--- config.mk ---
export PLATFORM = sky130hd
export DESIGN_NAME = reset_sequencer_flat
export DESIGN_NICKNAME = d
export VERILOG_FILES = /design/src/rtl/reset_sequencer_if.sv /design/src/rtl/reset_sequencer.sv /design/src/flat_wrapper.sv
export SDC_FILE = /design/constraint.sdc
export NUM_CORES = 1
export LEC_CHECK = 0
export BUFFER_PORTS_ARGS = -buffer_cell sky130_fd_sc_hd__buf_2
export CAP_MARGIN = 20
export CORE_UTILIZATION = 50
export CTS_CLUSTER_DIAMETER = 120
export DETAILED_ROUTE_END_ITERATION = 8
export GPL_TIMING_DRIVEN = 0
export HOLD_SLACK_MARGIN = 0.15
export PLACE_DENSITY = 0.77
export SLEW_MARGIN = 20
export SYNTH_ARGS = -nofsm -noshare
export SYNTH_HDL_FRONTEND = slang
export SYNTH_SLANG_ARGS = --single-unit
--- constraint.sdc ---
create_clock -name clk -period 4.55 [get_ports clk]
set_input_delay 0.455 -clock clk [delete_from_list [all_inputs] [get_ports clk]]
set_output_delay 0.455 -clock clk [all_outputs]
set_load 0.01 [all_outputs]
--- src/rtl/reset_sequencer_if.sv ---
// reset_sequencer_if: software reset, channel acks and sequencer status bundled as one port
interface reset_sequencer_if #(
  parameter int NUM_CH = 4
);
  logic              sw_rst_i;
  logic [NUM_CH-1:0] ch_ack_i;
  logic [NUM_CH-1:0] rst_o;
  logic              busy_o;
  logic              done_o;
  logic              err_o;
  modport master (input sw_rst_i, ch_ack_i, output rst_o, busy_o, done_o, err_o);
  modport slave  (output sw_rst_i, ch_ack_i, input rst_o, busy_o, done_o, err_o);
endinterface

--- src/rtl/reset_sequencer.sv ---
// reset_sequencer: stretches master reset, then releases channels in order, waiting for each ack
module reset_sequencer #(
  parameter int NUM_CH      = 4,
  parameter int STRETCH     = 16,
  parameter int GAP         = 4,
  parameter int ACK_TIMEOUT = 64,
  parameter bit OUT_POL     = 1'b1
) (
  input logic               clk,
  input logic               rst_i,
  reset_sequencer_if.master bus
);
  localparam int M1 = STRETCH > GAP ? STRETCH : GAP;
  localparam int MX = M1 > ACK_TIMEOUT ? M1 : ACK_TIMEOUT;
  localparam int CW = $clog2(MX + 1);
  localparam int IW = NUM_CH > 1 ? $clog2(NUM_CH) : 1;
  typedef enum logic [1:0] {ST_HOLD, ST_WAIT_ACK, ST_GAP, ST_DONE} state_t;
  state_t            state, state_n;
  logic [CW-1:0]     cnt, cnt_n;
  logic [IW-1:0]     idx, idx_n;
  logic [NUM_CH-1:0] rst_q, rst_n;
  logic              done_q, done_n, busy_q, err_q, err_n;
  assign bus.rst_o  = rst_q;
  assign bus.busy_o = busy_q;
  assign bus.done_o = done_q;
  assign bus.err_o  = err_q;
  // Outputs are computed as next-state values so every output comes straight from a flop.
  always_comb begin
    state_n = state;
    cnt_n   = cnt;
    idx_n   = idx;
    rst_n   = rst_q;
    done_n  = done_q;
    err_n   = err_q;
    if (bus.sw_rst_i) begin
      state_n = ST_HOLD;
      cnt_n   = '0;
      idx_n   = '0;
      rst_n   = {NUM_CH{OUT_POL}};
      done_n  = 1'b0;
    end else begin
      case (state)
        ST_HOLD:
          if (cnt == CW'(STRETCH - 1)) begin
            state_n  = ST_WAIT_ACK;
            cnt_n    = '0;
            rst_n[0] = ~OUT_POL;
          end else cnt_n = cnt + 1'b1;
        ST_WAIT_ACK:
          if (bus.ch_ack_i[idx]) begin
            cnt_n = '0;
            if (idx == IW'(NUM_CH - 1)) begin
              state_n = ST_DONE;
              done_n  = 1'b1;
            end else if (GAP == 0) begin
              idx_n        = idx + 1'b1;
              rst_n[idx_n] = ~OUT_POL;
            end else state_n = ST_GAP;
          end else if (ACK_TIMEOUT > 0 && cnt == CW'(ACK_TIMEOUT - 1)) begin
            state_n = ST_HOLD;
            cnt_n   = '0;
            idx_n   = '0;
            rst_n   = {NUM_CH{OUT_POL}};
            err_n   = 1'b1;
          end else cnt_n = cnt + 1'b1;
        ST_GAP:
          if (cnt == CW'(GAP - 1)) begin
            state_n      = ST_WAIT_ACK;
            cnt_n        = '0;
            idx_n        = idx + 1'b1;
            rst_n[idx_n] = ~OUT_POL;
          end else cnt_n = cnt + 1'b1;
        default: ;
      endcase
    end
  end
  always_ff @(posedge clk) begin
    if (rst_i) begin
      state  <= ST_HOLD;
      cnt    <= '0;
      idx    <= '0;
      rst_q  <= {NUM_CH{OUT_POL}};
      done_q <= 1'b0;
      busy_q <= 1'b1;
      err_q  <= 1'b0;
    end else begin
      state  <= state_n;
      cnt    <= cnt_n;
      idx    <= idx_n;
      rst_q  <= rst_n;
      done_q <= done_n;
      busy_q <= ~done_n;
      err_q  <= err_n;
    end
  end
endmodule

--- src/flat_wrapper.sv ---
// flat-port wrapper written by rule: the top's interface ports become plain ports
module reset_sequencer_flat 
#(
  parameter int NUM_CH      = 4,
  parameter int STRETCH     = 16,
  parameter int GAP         = 4,
  parameter int ACK_TIMEOUT = 64,
  parameter bit OUT_POL     = 1'b1
)
  (clk, rst_i, bus_sw_rst_i, bus_ch_ack_i, bus_rst_o, bus_busy_o, bus_done_o, bus_err_o);
  reset_sequencer_if #(.NUM_CH(NUM_CH)) bus_i ();
  input logic clk;
  input logic rst_i;
  input wire logic [$bits(bus_i.sw_rst_i)-1:0] bus_sw_rst_i;
  input wire logic [$bits(bus_i.ch_ack_i)-1:0] bus_ch_ack_i;
  output wire logic [$bits(bus_i.rst_o)-1:0] bus_rst_o;
  output wire logic [$bits(bus_i.busy_o)-1:0] bus_busy_o;
  output wire logic [$bits(bus_i.done_o)-1:0] bus_done_o;
  output wire logic [$bits(bus_i.err_o)-1:0] bus_err_o;
  assign bus_i.sw_rst_i = bus_sw_rst_i;
  assign bus_i.ch_ack_i = bus_ch_ack_i;
  assign bus_rst_o = bus_i.rst_o;
  assign bus_busy_o = bus_i.busy_o;
  assign bus_done_o = bus_i.done_o;
  assign bus_err_o = bus_i.err_o;
  reset_sequencer #(.NUM_CH(NUM_CH), .STRETCH(STRETCH), .GAP(GAP), .ACK_TIMEOUT(ACK_TIMEOUT), .OUT_POL(OUT_POL)) u_core (.clk(clk), .rst_i(rst_i), .bus(bus_i));
endmodule
==> summary by stage, run 1 <==
Floorplan
The height of the chip is 48.4 µm. After floorplanning, the core was sized to cover between 1500 and 2000 µm². In this run the horizontal extent of the chip is 48.4 µm. 14 I/O pins were placed. The initial cell density of the core is 0.542. The die covers 2340 µm². The number of standard-cell rows in the floorplan is 16.

Yosys
A synthesized cell averages 8.67 µm². The mapped netlist covers about 1100 µm². The share of synthesized area in the top cell type comes to 0.335. The sequential element share of the synthesized area is 0.335. The post-synthesis cell type count is 39. The fraction of synthesis flops using an asynchronous set or reset pin is 0. The instance count of the mapped netlist is 124.

Sorting the synthesized cells by area gives the leading types as sky130_fd_sc_hd__dfxtp_1 34%, sky130_fd_sc_hd__ha_1 12%, sky130_fd_sc_hd__nand2_1 5.6%. Counting every net in the synthesized netlist gives 141. The commonest cells after synthesis are 18 x sky130_fd_sc_hd__dfxtp_1, 16 x sky130_fd_sc_hd__nand2_1, 10 x sky130_fd_sc_hd__ha_1, 9 x sky130_fd_sc_hd__nor2_1, 7 x sky130_fd_sc_hd__inv_1. The biggest area contributor in the post-synthesis netlist is sky130_fd_sc_hd__dfxtp_1.

The post-synthesis register bit count is 18. The number of warnings printed during yosys synthesis is 0. The most common cell in the synthesized netlist is sky130_fd_sc_hd__dfxtp_1. For this run, the leading register cell type out of synthesis is sky130_fd_sc_hd__dfxtp_1. In this run, synthesis inferred 0 flip-flops with an integrated enable.

Timing
The final count of pins violating max slew is 0. Setup repair after global routing left no endpoint under its margin. In the finished design, the share of the clock period the worst path needs comes to 0.460.

The count of final hold-check violations came to 0. The relative slew slack is 0.556. Between clock sinks in the finished design, the worst skew comes to ~0.0050 ns. The final-layout setup total negative slack is 0 ns. The highest clock frequency the design can meet is 0.478 GHz. The clock period minus final worst setup slack is 2.09 ns. Setup violations remaining at the end of the flow were counted as 0. The pin slew with the least headroom to its limit is between 0.6 and 0.7 ns.

Worst setup path
STA classifies the critical path endpoint as a flop. Data on the critical path arrives at its endpoint at 2.33 ns. The data required time of the worst path is 4.79 ns. The critical-path maximum fanout is 6. The kind of start point of the critical path is a flop. The path type of the worst setup path is flop to flop.

Setup slack on the worst reg-to-reg path comes out at 2.46 ns.

Power
Internal power comes to 0.000212 W. The proportion of power drawn by the clock network is 0.376. The switching share of power is 0.221. The leakage power is ~0.45 nW. Dividing total power by cell area gives a power density of between 200 and 250 nW/µm². Across the VDD grid, the largest voltage drop is between 0.15 and 0.2 mV. For this design the total switching power over the nets is 0.0000600 W. The register share of total power is 0.586. The share of total power dissipated in combinational logic is 0.038.

GRT
For this run the aggregate overflow at the end of global routing stands at 0. The number of antenna violations at the first check in global routing is 0. Across every metal layer, demand over resource in global routing totals 0.212. The global routing usage on met2 is 0.387. The most crowded layer after global routing is met2. For met1 alone, demand over resource in global routing was 0.258.

The number of global-route vias before repair is 921. Entering global routing, the biggest net connects 11 pins. The routing usage on met3 is 0.0283.

The first-pass GRT wire length is ~4000 µm.

Clock network
The maximum number of buffers from clock root to sink is 2. At the later pin of the worst-skew pair, clock insertion delay measures 0.30 ns. The number of gates resized after CTS was 0. The sink count of the clock tree is 18.

The CTS root buffer is sky130_fd_sc_hd__clkbuf_4. The clock buffer count from CTS is 3. For this design, the CTS-stage hold fixing added 0 buffers. The CTS clock-pin slew for the worst setup and hold paths is 0.11 ns. TritonCTS built the clock tree. The post-CTS setup buffer count is 0.

In this run the number of H-tree levels came out at 1.

Placed design
Routability-driven placement finished with a final weighted congestion of between 0.8 and 0.9. The instance area after placement is 1170 µm². Summed over all nets, the half-perimeter wirelength after detailed placement is 1670 µm.

The count of input and output buffers is 13.

Routing
In this run the remaining antenna-violating nets after routing total 0. The total via count after detailed routing is 980. The number of remaining DRC errors is 0.

The DRC marker count from the first detailed-route iteration is 23. The first detailed-routing pass ran for 6 iterations. Dividing the detail-routed via count by the number of cells gives 5.83.

Dividing the detail-routed wire length by the instance count gives around 13 µm. The overall routed net length is between 2000 and 2500 µm.

Final layout
The area occupied by multi-input gates is roughly 670 µm². After routing the design area is approximately 1200 µm². Of the cells placed in the final design, the portion with a size suffix greater than 1 is 0.177. The number of nets in the layout is between 150 and 200. The number of antenna cells inserted is 0.

The sequential cells in the finished layout cover a total of 360 µm². The count of filler cells inserted in the layout is 177. The area overhead of the layout relative to synthesis is 12.6%.

Status
The flow ran to the end, and the final reports show no timing, DRC or antenna violations.

Hold path
The class of the most critical hold timing path is input pin to flop.

Run
The max-capacitance violation count is 0.
-- final cells by class --
class,instances,area share
buffer,3,0.0124
clock buffer,4,0.0300
inverter,7,0.0217
multi-input combinational,96,0.556
sequential,18,0.298
tap,27,0.0279
timing repair buffer,13,0.0538
-- worst paths after layout --
path / startpoint / to / cells past startpoint
hold reg to reg: u_core.bus.rst_o[2] / u_core.bus.rst_o[2] / 1
hold / removal: rst_i / u_core.bus.err_o / 2
setup / recovery: u_core.idx[0] / u_core.cnt[5] / 5
setup reg to reg: u_core.idx[0] / u_core.cnt[5] / 5
-- through the flow --
stage / power [W] / cells / utilization / setup WS, ns / hold WS [ns]
after floorplan: 0.000168 / 124 / - / 2.65 / 0.465
final: 0.000272 / 168 / 0.610 / 2.46 / 0.323
after detailed placement: 0.000173 / 164 / 0.592 / 2.43 / 0.437
after global routing: 0.000280 / 168 / 0.610 / 2.33 / 0.323
after CTS: 0.000274 / 168 / 0.610 / 2.47 / 0.323
after global placement: 0.000172 / 164 / 0.592 / 2.47 / 0.432
-- placed cells by master (no fill, tap or decap), types with 3 or more instances in the layout --
| cell type | count |
|---|---|
| sky130_fd_sc_hd__a211oi_1 | 3 |
| sky130_fd_sc_hd__a21o_1 | 3 |
| sky130_fd_sc_hd__a21oi_1 | 6 |
| sky130_fd_sc_hd__buf_2 | 13 |
| sky130_fd_sc_hd__clkbuf_4 | 3 |
| sky130_fd_sc_hd__dfxtp_1 | 18 |
| sky130_fd_sc_hd__ha_1 | 10 |
| sky130_fd_sc_hd__inv_1 | 7 |
| sky130_fd_sc_hd__nand2_1 | 16 |
| sky130_fd_sc_hd__nand3_1 | 6 |
| sky130_fd_sc_hd__nand4_1 | 3 |
| sky130_fd_sc_hd__nor2_1 | 9 |
| sky130_fd_sc_hd__o21a_1 | 4 |
| sky130_fd_sc_hd__o21ai_0 | 6 |
-- power by group through the flow --
stage | Clock [W] | Combinational [W] | Sequential, W
after global routing | 0.000109 | 0.0000117 | 0.000159
after CTS | 0.000104 | 0.0000102 | 0.000159
final | 0.000102 | 0.0000103 | 0.000159
after global placement | 0 | 0.00000980 | 0.000163
after floorplan | 0 | 0.00000567 | 0.000163
after detailed placement | 0 | 0.0000102 | 0.000163
-- metal layers --
layer  vias up  share of wire
met5         -              0
met4         0          0.015
met3         7          0.036
met2        22           0.49
met1       462           0.45
li1        489              -
-- worst max-delay path, cell delays in order (launching register included) --
cell and delay [ns]:
sky130_fd_sc_hd__dfxtp_1 0.44, sky130_fd_sc_hd__mux4_2 0.61, sky130_fd_sc_hd__a311o_1 0.43, sky130_fd_sc_hd__a31oi_4 0.27, sky130_fd_sc_hd__o21ai_1 0.10, sky130_fd_sc_hd__a21oi_1 0.16
-- logic make-up after synthesis --
group / after synthesis / synth area share
flip-flops: 18 / 0.335
AO/OA/AOI/OAI: 35 / 0.247
multiplexers: 2 / 0.0303
AND/OR/NAND/NOR: 49 / 0.233
buffers and inverters: 10 / 0.0384
adder cells (fa/ha/maj): 10 / 0.116
-- sequential cells by signal (all words and copies together), names as in the netlist --
register	cells
u_core.bus.rst_o	4
u_core.idx	2
u_core.state	2
u_core.cnt	7
u_core.bus.busy_o	1
u_core.bus.done_o	1
u_core.bus.err_o	1
Note: power is estimated with default switching activity, not from simulation.
==> run 2: changes to the inputs <==
ABC_AREA = 1   (was default)
PLACE_DENSITY = 0.76   (was 0.77)
clock period = 2.1 ns   (was 4.55 ns; I/O delays follow)
==> run 2 against run 1 <==
Sequential share of layout area decreased by 1.8 points; critical endpoint is now u_core.cnt[2]; largest power group unchanged; non-clock buffer count decreased by 1; sequential power grew 120%; critical path type is now input pin to flop; clock skew hardly changed.
==> summary by stage, run 2 <==
Yosys
The sequential element share of the synthesized area was 0.312 (-0.0229). The commonest cells after synthesis are 44 x sky130_fd_sc_hd__nand2_1, 27 x sky130_fd_sc_hd__inv_1, 18 x sky130_fd_sc_hd__dfxtp_1, 12 x sky130_fd_sc_hd__nor2_1, 11 x sky130_fd_sc_hd__nand3_1. The fraction of synthesis flops using an asynchronous set or reset pin was 0 (unchanged). The area share of the largest cell type after synthesis was 0.312 (-0.0229).

The cell type with the highest aggregate area in the netlist is sky130_fd_sc_hd__dfxtp_1. The post-synthesis cell type count is 25 (-36%). The number of nets produced by synthesis was 181 (+28%). The most common cell in the synthesized netlist is sky130_fd_sc_hd__nand2_1.

The mux contribution to synthesized area is 0 (-0.0303). The post-synthesis register bit count is 18 (unchanged). The mapped cell area was 1150 µm² (+7.3%). The synthesized-area fraction occupied by xor and xnor cells is 0.0152 (+0.0152). The share of the synthesized area in compound gates (AO/OA/AOI/OAI) was 0.116 (-0.131). Yosys attributes the largest share of cell area to sky130_fd_sc_hd__dfxtp_1 31%, sky130_fd_sc_hd__nand2_1 14%, sky130_fd_sc_hd__ha_1 11%. The synthesized area per cell was 7.03 µm² (-19%). The commonest register cell after synthesis is sky130_fd_sc_hd__dfxtp_1. The instance count of the mapped netlist is 164 (+32%). After synthesis, the largest family of logic cells by area is simple AND/OR/NAND/NOR gates. The number of warnings printed during yosys synthesis is 0 (unchanged).

The adder-cell share of the synthesized area is 0.108 (-0.00795). The number of enable flip-flop cells after synthesis is 0 (unchanged). The synthesized-area fraction occupied by and/or/nand/nor cells is 0.350 (+0.117).

Placed design
The instance area after placement is 1250 µm² (+6.8%). The half-perimeter wire length after detailed placement is 1800 µm (+8.2%). The count of input and output buffers was 13 (unchanged). The post-placement cell count is 205 (+25%). The weighted congestion at the end of routability-driven global placement was 0.859 (+4.8%).

Clock network
The clock buffer count from CTS is 3 (unchanged). The maximum number of buffers from clock root to sink is 2 (unchanged). TritonCTS built the clock tree. CTS placed an instance of sky130_fd_sc_hd__clkbuf_4 at the clock tree root. The CTS clock-pin slew for the worst setup and hold paths is 0.10 ns (about the same). The clock latency on the worst-skew pair is 0.29 ns (about the same). The H-tree level count is 1 (unchanged). The sink count of the clock tree came to 18 (unchanged).

GRT
The first-pass GRT wire length was 3880 µm (-1.7%). The total grt overflow came to 0 (unchanged). The number of global-route vias before repair is 956 (+3.8%). The overall track demand over capacity in global routing was 0.204 (-0.00766). The pin count of the biggest net entering global routing was 11 (unchanged). The number of antenna violations at the first check in global routing came to 0 (unchanged).

Worst setup path
STA classifies the critical path endpoint as a flop. The critical-path maximum fanout is 9 (+3). The data required time of the worst path is 2.34 ns (-2.45 ns). The kind of start point of the critical path is an input pin. The critical path data arrival time is 1.87 ns (-0.46 ns). By startpoint and endpoint, the worst setup path is classified as input pin to flop.

Timing
The pin slew with the least headroom to its limit is 0.459 ns (-0.206 ns). The number of setup violations in the final report is 0 (unchanged). The clock period minus final worst setup slack is 1.62 ns. The final count of pins violating max slew is 0 (unchanged). Static timing analysis puts the maximum clock frequency at 0.616 GHz. Dividing the final minimum period by the clock period gives 0.774. The worst hold slack is 0.207 ns (-0.116 ns). The relative slew slack came to 0.694 (+0.138).

The final clock skew is 0.00484 ns (-0.000202 ns). Setup repair after global routing left no endpoint under its margin. The count of final hold-check violations came to 0 (unchanged). The final-layout setup total negative slack came to 0 ns (unchanged).

Routing
The total via count after detailed routing is 1044 (+6.5%). The overall routed net length is 2330 µm (+3.6%). The routed length per placed instance is 11.1 µm (-17%). The via-per-instance ratio is 5.00 (-14%). The remaining number of nets flagged by the antenna check after routing is 0 (unchanged). The DRC marker count from the first detailed-route iteration is 23 (unchanged). The first-pass iteration count of the detailed router is 4 (-2). The number of remaining DRC errors is 0 (unchanged).

Final layout
The number of flip-flops in the largest register is 7 (unchanged). The most common cell after layout, fill and taps aside is sky130_fd_sc_hd__nand2_1. The number of antenna cells inserted came to 0 (unchanged). Leaving out fill and tap cells, the most frequent cells in the layout are 44 x sky130_fd_sc_hd__nand2_1, 27 x sky130_fd_sc_hd__inv_1, 18 x sky130_fd_sc_hd__dfxtp_1. The fraction of final layout cells with drive strength greater than 1 was 0.188 (+0.0105). The final design instance area without fill was 1290 µm² (+6.3%).

The number of nets in the layout is 200 (+26%). The count of non-filler cells in the finished layout is 209 (+24%). The area overhead of the layout relative to synthesis is 11.5%. The count of filler cells inserted in the layout is 213 (+20%).

u_core.cnt holds more flip-flops than any other register.

Power
The switching share of power is 0.227 (+0.00567). The internal power component is 0.000422 W (+99%). The power consumption is 0.000545 W (+100%). The proportion of power drawn by the clock network came to 0.316 (-0.060).

The power density of the placed cells is 424 nW/µm² (+89%). The switching power was 0.000124 W (+110%). The power share of the combinational group is 0.052 (+0.014). The worst-case vdd ir drop was 0.280 mV (+42%). The leakage power is 0.585 nW (+31%). The register share of total power was 0.632 (+0.046).

Floorplan
The horizontal die dimension came to 50.0 µm (+3.5%). The height of the chip is 50.0 µm (+3.5%). The initial cell density of the core came to 0.527 (-0.0157). The number of standard-cell rows in the floorplan is 17 (+1). The die outline area is 2500 µm² (+7.0%). The top-level I/O count is 14 (unchanged). The placeable core area was 2190 µm² (+11%).

Hold path
The worst hold path belongs to the class input pin to flop.

Run
The max-capacitance violation count is 0 (unchanged).

Status
The flow ran to the end, and the final reports show no timing, DRC or antenna violations.
[run 2: kinds of logic after synthesis]
logic type	after synthesis
AOI/OAI and AO/OA	19
xor gates and xnor gates	2
adders and majority gates	10
buffers and inverters	30
DFF	18
and+or+nand+nor	85
[run 2: path summary, 6_finish.rpt]
kind | end | slack, ns | cells after the start | startpoint
max | u_core.cnt[2] | 0.48 | 7 | rst_i
min | u_core.bus.rst_o[0] | 0.21 | 3 | bus_sw_rst_i
min reg2reg | u_core.bus.rst_o[1] | 0.46 | 2 | u_core.bus.rst_o[1]
max reg2reg | u_core.state[1] | 0.51 | 8 | u_core.cnt[1]
[run 2: metal layers]
layer  routed length, µm  GRT usage  vias up  part of all wire
met1                1060      0.238      472              0.45
met2                1150      0.344       20              0.49
met3                  92     0.0340        4             0.039
li1                    -          -      548                 -
met4                  31      0.119        0             0.013
met5                   0          0        -                 0
[run 2: final cells by class]
class	count	area (µm²)	share of cell area
Buffer	1	3.75	0.00292
Clock buffer	3	22.5	0.0175
Inverter	29	109	0.0846
Multi-Input combinational cell	116	681	0.529
Sequential cell	18	360	0.280
Tap cell	28	35.0	0.0272
Timing Repair Buffer	14	75.1	0.0584
[run 2: metrics by stage]
stage / util / setup WS (ns)
2_1_floorplan: - / 0.694
3_3_place_gp: 0.572 / 0.560
3_5_place_dp: 0.572 / 0.497
4_1_cts: 0.587 / 0.475
5_1_grt: 0.587 / 0.338
6_report: 0.587 / 0.475
[run 2: repair_timing]
item	CTS	global route
resized for setup	0	0
hold buffers	1	0
endpoints found under the hold margin	1	0
buffers inserted	0	0
[run 2: worst max-delay path, stage by stage]
cell and delay, ns:
sky130_fd_sc_hd__dlygate4sd3_1 0.53, sky130_fd_sc_hd__buf_2 0.13, sky130_fd_sc_hd__nor2_2 0.36, sky130_fd_sc_hd__inv_1 0.26, sky130_fd_sc_hd__nor3_1 0.21, sky130_fd_sc_hd__o21ai_0 0.10, sky130_fd_sc_hd__inv_1 0.06
[run 2: power by group through the flow]
stage | Clock, W | Sequential, W | Combinational (W)
6_report | 0.000172 | 0.000345 | 0.0000284
5_1_grt | 0.000187 | 0.000345 | 0.0000312
4_1_cts | 0.000179 | 0.000345 | 0.0000283
3_5_place_dp | 0 | 0.000353 | 0.0000268
3_3_place_gp | 0 | 0.000352 | 0.0000261
2_1_floorplan | 0 | 0.000352 | 0.0000168
==> run 3: changes to the inputs <==
PLACE_DENSITY = 0.79   (was 0.76)
clock period = 1.4 ns   (was 2.1 ns; I/O delays follow)
==> run 3 against run 2 <==
Core utilization is 9.4 points higher; largest cell class unchanged; count of clock-buffer cells in the layout stayed put; first-iteration DRC count is 30% lower; routed wire length is 17% higher; die area stayed put; critical endpoint is now u_core.cnt[1]; final cell count is 2.9% higher; hold slack worse by 0.051 ns; the flow now finishes with violations (negative setup slack); critical path type is now flop to flop; critical path depth is 3 higher; setup slack worse by 0.53 ns; total power is 52% higher; non-clock buffer count is 6 higher; sequential share of layout area is 2.8 points lower.
==> summary by stage, run 3 (synthesis gave the netlist of run 2 again) <==
Final layout
The most common cell after layout, fill and taps aside is sky130_fd_sc_hd__nand2_1. The number of nets in the layout is 206 (+3.0%). The number of antenna cells inserted is 0 (unchanged). Relative to the synthesized area, the layout overhead comes to 29.3%.

The register ranked first by flip-flop count is u_core.cnt. The area occupied by multi-input gates is 817 µm² (+20%). The number of flip-flops in the largest register is 7 (unchanged). The final design instance area without fill came to 1490 µm² (+16%).

The count of filler cells inserted in the layout is 174 (-18%). The count of non-filler cells in the finished layout came to 215 (+2.9%). The sequential cell area is 377 µm² (+4.5%). The fraction of final layout cells with drive strength greater than 1 is 0.396 (+0.208). The top cell types in the final layout, fill and taps aside, are 41 x sky130_fd_sc_hd__nand2_1, 19 x sky130_fd_sc_hd__inv_1, 13 x sky130_fd_sc_hd__buf_2.

Timing
The relative slew slack is 0.674 (-0.0203). Setup repair after global routing could not meet its margin everywhere. The pin slew with the least headroom to its limit is 0.489 ns (+0.0305 ns).

The slack of the critical path came to -0.0571 ns (-0.532 ns). The final count of pins violating max slew came to 0 (unchanged). The worst hold slack came to 0.156 ns (-0.0509 ns). The part of the cycle the worst path needs is 1.04. The final-layout setup total negative slack is -0.458 ns (-0.458 ns).

The clock period minus final worst setup slack is 1.46 ns. The final clock skew is 0.00710 ns (+0.00226 ns). The count of final hold-check violations is 0 (unchanged). The highest clock frequency the design can meet is 0.686 GHz. The number of setup violations in the final report was 12 (+12).

Routing
The remaining number of nets flagged by the antenna check after routing is 0 (unchanged). The via-per-instance ratio is 5.24 (+4.9%). The overall routed net length came to 2730 µm (+17%).

The DRC marker count from the first detailed-route iteration is 16 (-30%). The routed length per placed instance is 12.7 µm (+14%). The number of remaining DRC errors is 0 (unchanged). The total via count after detailed routing is 1127 (+8.0%). The first-pass iteration count of the detailed router is 5 (+1).

GRT
The first-pass GRT wire length is 4260 µm (+9.6%). The pin count of the biggest net entering global routing is 11 (unchanged). The number of global-route vias before repair is 1028 (+7.5%). The total grt overflow is 0 (unchanged). The overall track demand over capacity in global routing is 0.229 (+0.0248). The number of antenna violations at the first check in global routing came to 0 (unchanged).

Run
The max-capacitance violation count is 0 (unchanged).

Floorplan
The height of the chip is 50.0 µm (unchanged). The top-level I/O count is 14 (unchanged). The initial cell density of the core was 0.527 (unchanged). The horizontal die dimension is 50.0 µm (unchanged). The die outline area is 2500 µm² (unchanged).

The placeable core area was 2190 µm² (unchanged). The number of standard-cell rows in the floorplan was 17 (unchanged).

Placed design
The weighted congestion at the end of routability-driven global placement came to 0.857 (-0.21%). The instance area after placement is 1260 µm² (+0.20%). The pre-CTS setup slack is -0.168 ns (-0.665 ns). The half-perimeter wire length after detailed placement is 1760 µm (-2.2%). The count of input and output buffers is 13 (unchanged). The post-placement cell count came to 205 (unchanged).

Clock network
The sink count of the clock tree is 18 (unchanged). The H-tree level count was 1 (unchanged). The clock buffer count from CTS is 3 (unchanged). The TritonCTS clock tree is yes. The maximum number of buffers from clock root to sink is 2 (unchanged). The CTS root buffer is sky130_fd_sc_hd__clkbuf_4.

The CTS clock-pin slew for the worst setup and hold paths is 0.10 ns (about the same). The clock latency on the worst-skew pair came to 0.29 ns (about the same).

Status
The final reports fail on negative setup slack. The flow ran to the end, but the final reports show violations.

Power
The power density of the placed cells is 555 nW/µm² (+31%). The worst-case vdd ir drop is 0.423 mV (+51%). The leakage power is 0.631 nW (+7.7%).

Worst setup path
Walking the worst path, the cells encountered are ha_4 -> buf_6 -> nand3_4 -> nor2_4 -> buf_4 -> nor2_4 -> inv_2 -> nand2_4 -> nand2_1 -> a21oi_2. The delay of the slowest cell on the worst path is 0.35 ns (-0.18 ns). The worst setup path is launched from a flop. Grouping stages by cell kind, the critical path spends the most delay in simple AND/OR/NAND/NOR gates. The critical path's most frequent cell is sky130_fd_sc_hd__nor2_4. The critical path is of the flop to flop type.

The critical-path maximum fanout is 6 (-3). The buffer and inverter count on the worst path is 3 (-1). The critical path data arrival time is 1.68 ns (-0.19 ns). The data required time of the worst path was 1.62 ns (-0.72 ns). The critical-path cell with the highest stage delay is sky130_fd_sc_hd__dfxtp_2. The sort of element at the end of the critical path is a flop.

Hold path
The class of the most critical hold timing path is input pin to flop.
==> run 3: metrics by stage <==
step / utilization / total power (W)
after detailed placement: 0.573 / 0.000570
after global placement: 0.573 / 0.000568
after CTS: 0.636 / 0.000829
after floorplan: - / 0.000554
final: 0.681 / 0.000828
after global routing: 0.681 / 0.000857
==> run 3: worst paths after layout <==
kind / startpoint / to / slack [ns] / depth (start not counted)
max: u_core.cnt[1] / u_core.cnt[1] / -0.06 / 10
min: bus_sw_rst_i / u_core.bus.rst_o[0] / 0.16 / 3
max reg2reg: u_core.cnt[1] / u_core.cnt[1] / -0.06 / 10
min reg2reg: u_core.bus.rst_o[3] / u_core.bus.rst_o[3] / 0.46 / 2
==> run 3: cell type report <==
| class | instances | share of cell area |
|---|---|---|
| clock buffers | 3 | 0.0151 |
| inverters | 29 | 0.0730 |
| repair buffers | 21 | 0.0881 |
| well taps | 28 | 0.0235 |
| flip-flops and latches | 18 | 0.253 |
| multi-input cells | 116 | 0.548 |
==> run 3: repair_timing <==
item,4_1_cts,5_1_grt
buffers inserted,6,1
setup endpoints to repair,15,16
endpoints found under the hold margin,1,0
resized for setup,18,28
pin swaps,10,9
hold buffers,1,0
==> run 3: worst min-delay path: cells and delay by family <==
family | cells | cell delay (ns)
buffers and inverters | 1 | 0.09
and+or+nand+nor | 2 | 0.20
==> run 3: routing by layer <==
metal / share of wire / routed length (µm) / vias up / GRT usage
met4: 0.018 / 48 / 0 / 0.143
met5: 0 / 0 / - / 0
met3: 0.030 / 82 / 6 / 0.0370
li1: - / - / 566 / -
met1: 0.43 / 1170 / 527 / 0.242
met2: 0.52 / 1420 / 28 / 0.413
==> run 3: report_power, final <==
part,internal (W),switching (W)
clock,0.000100,0.000160
sequential,0.000509,0.00000363
combinational,0.0000231,0.0000316
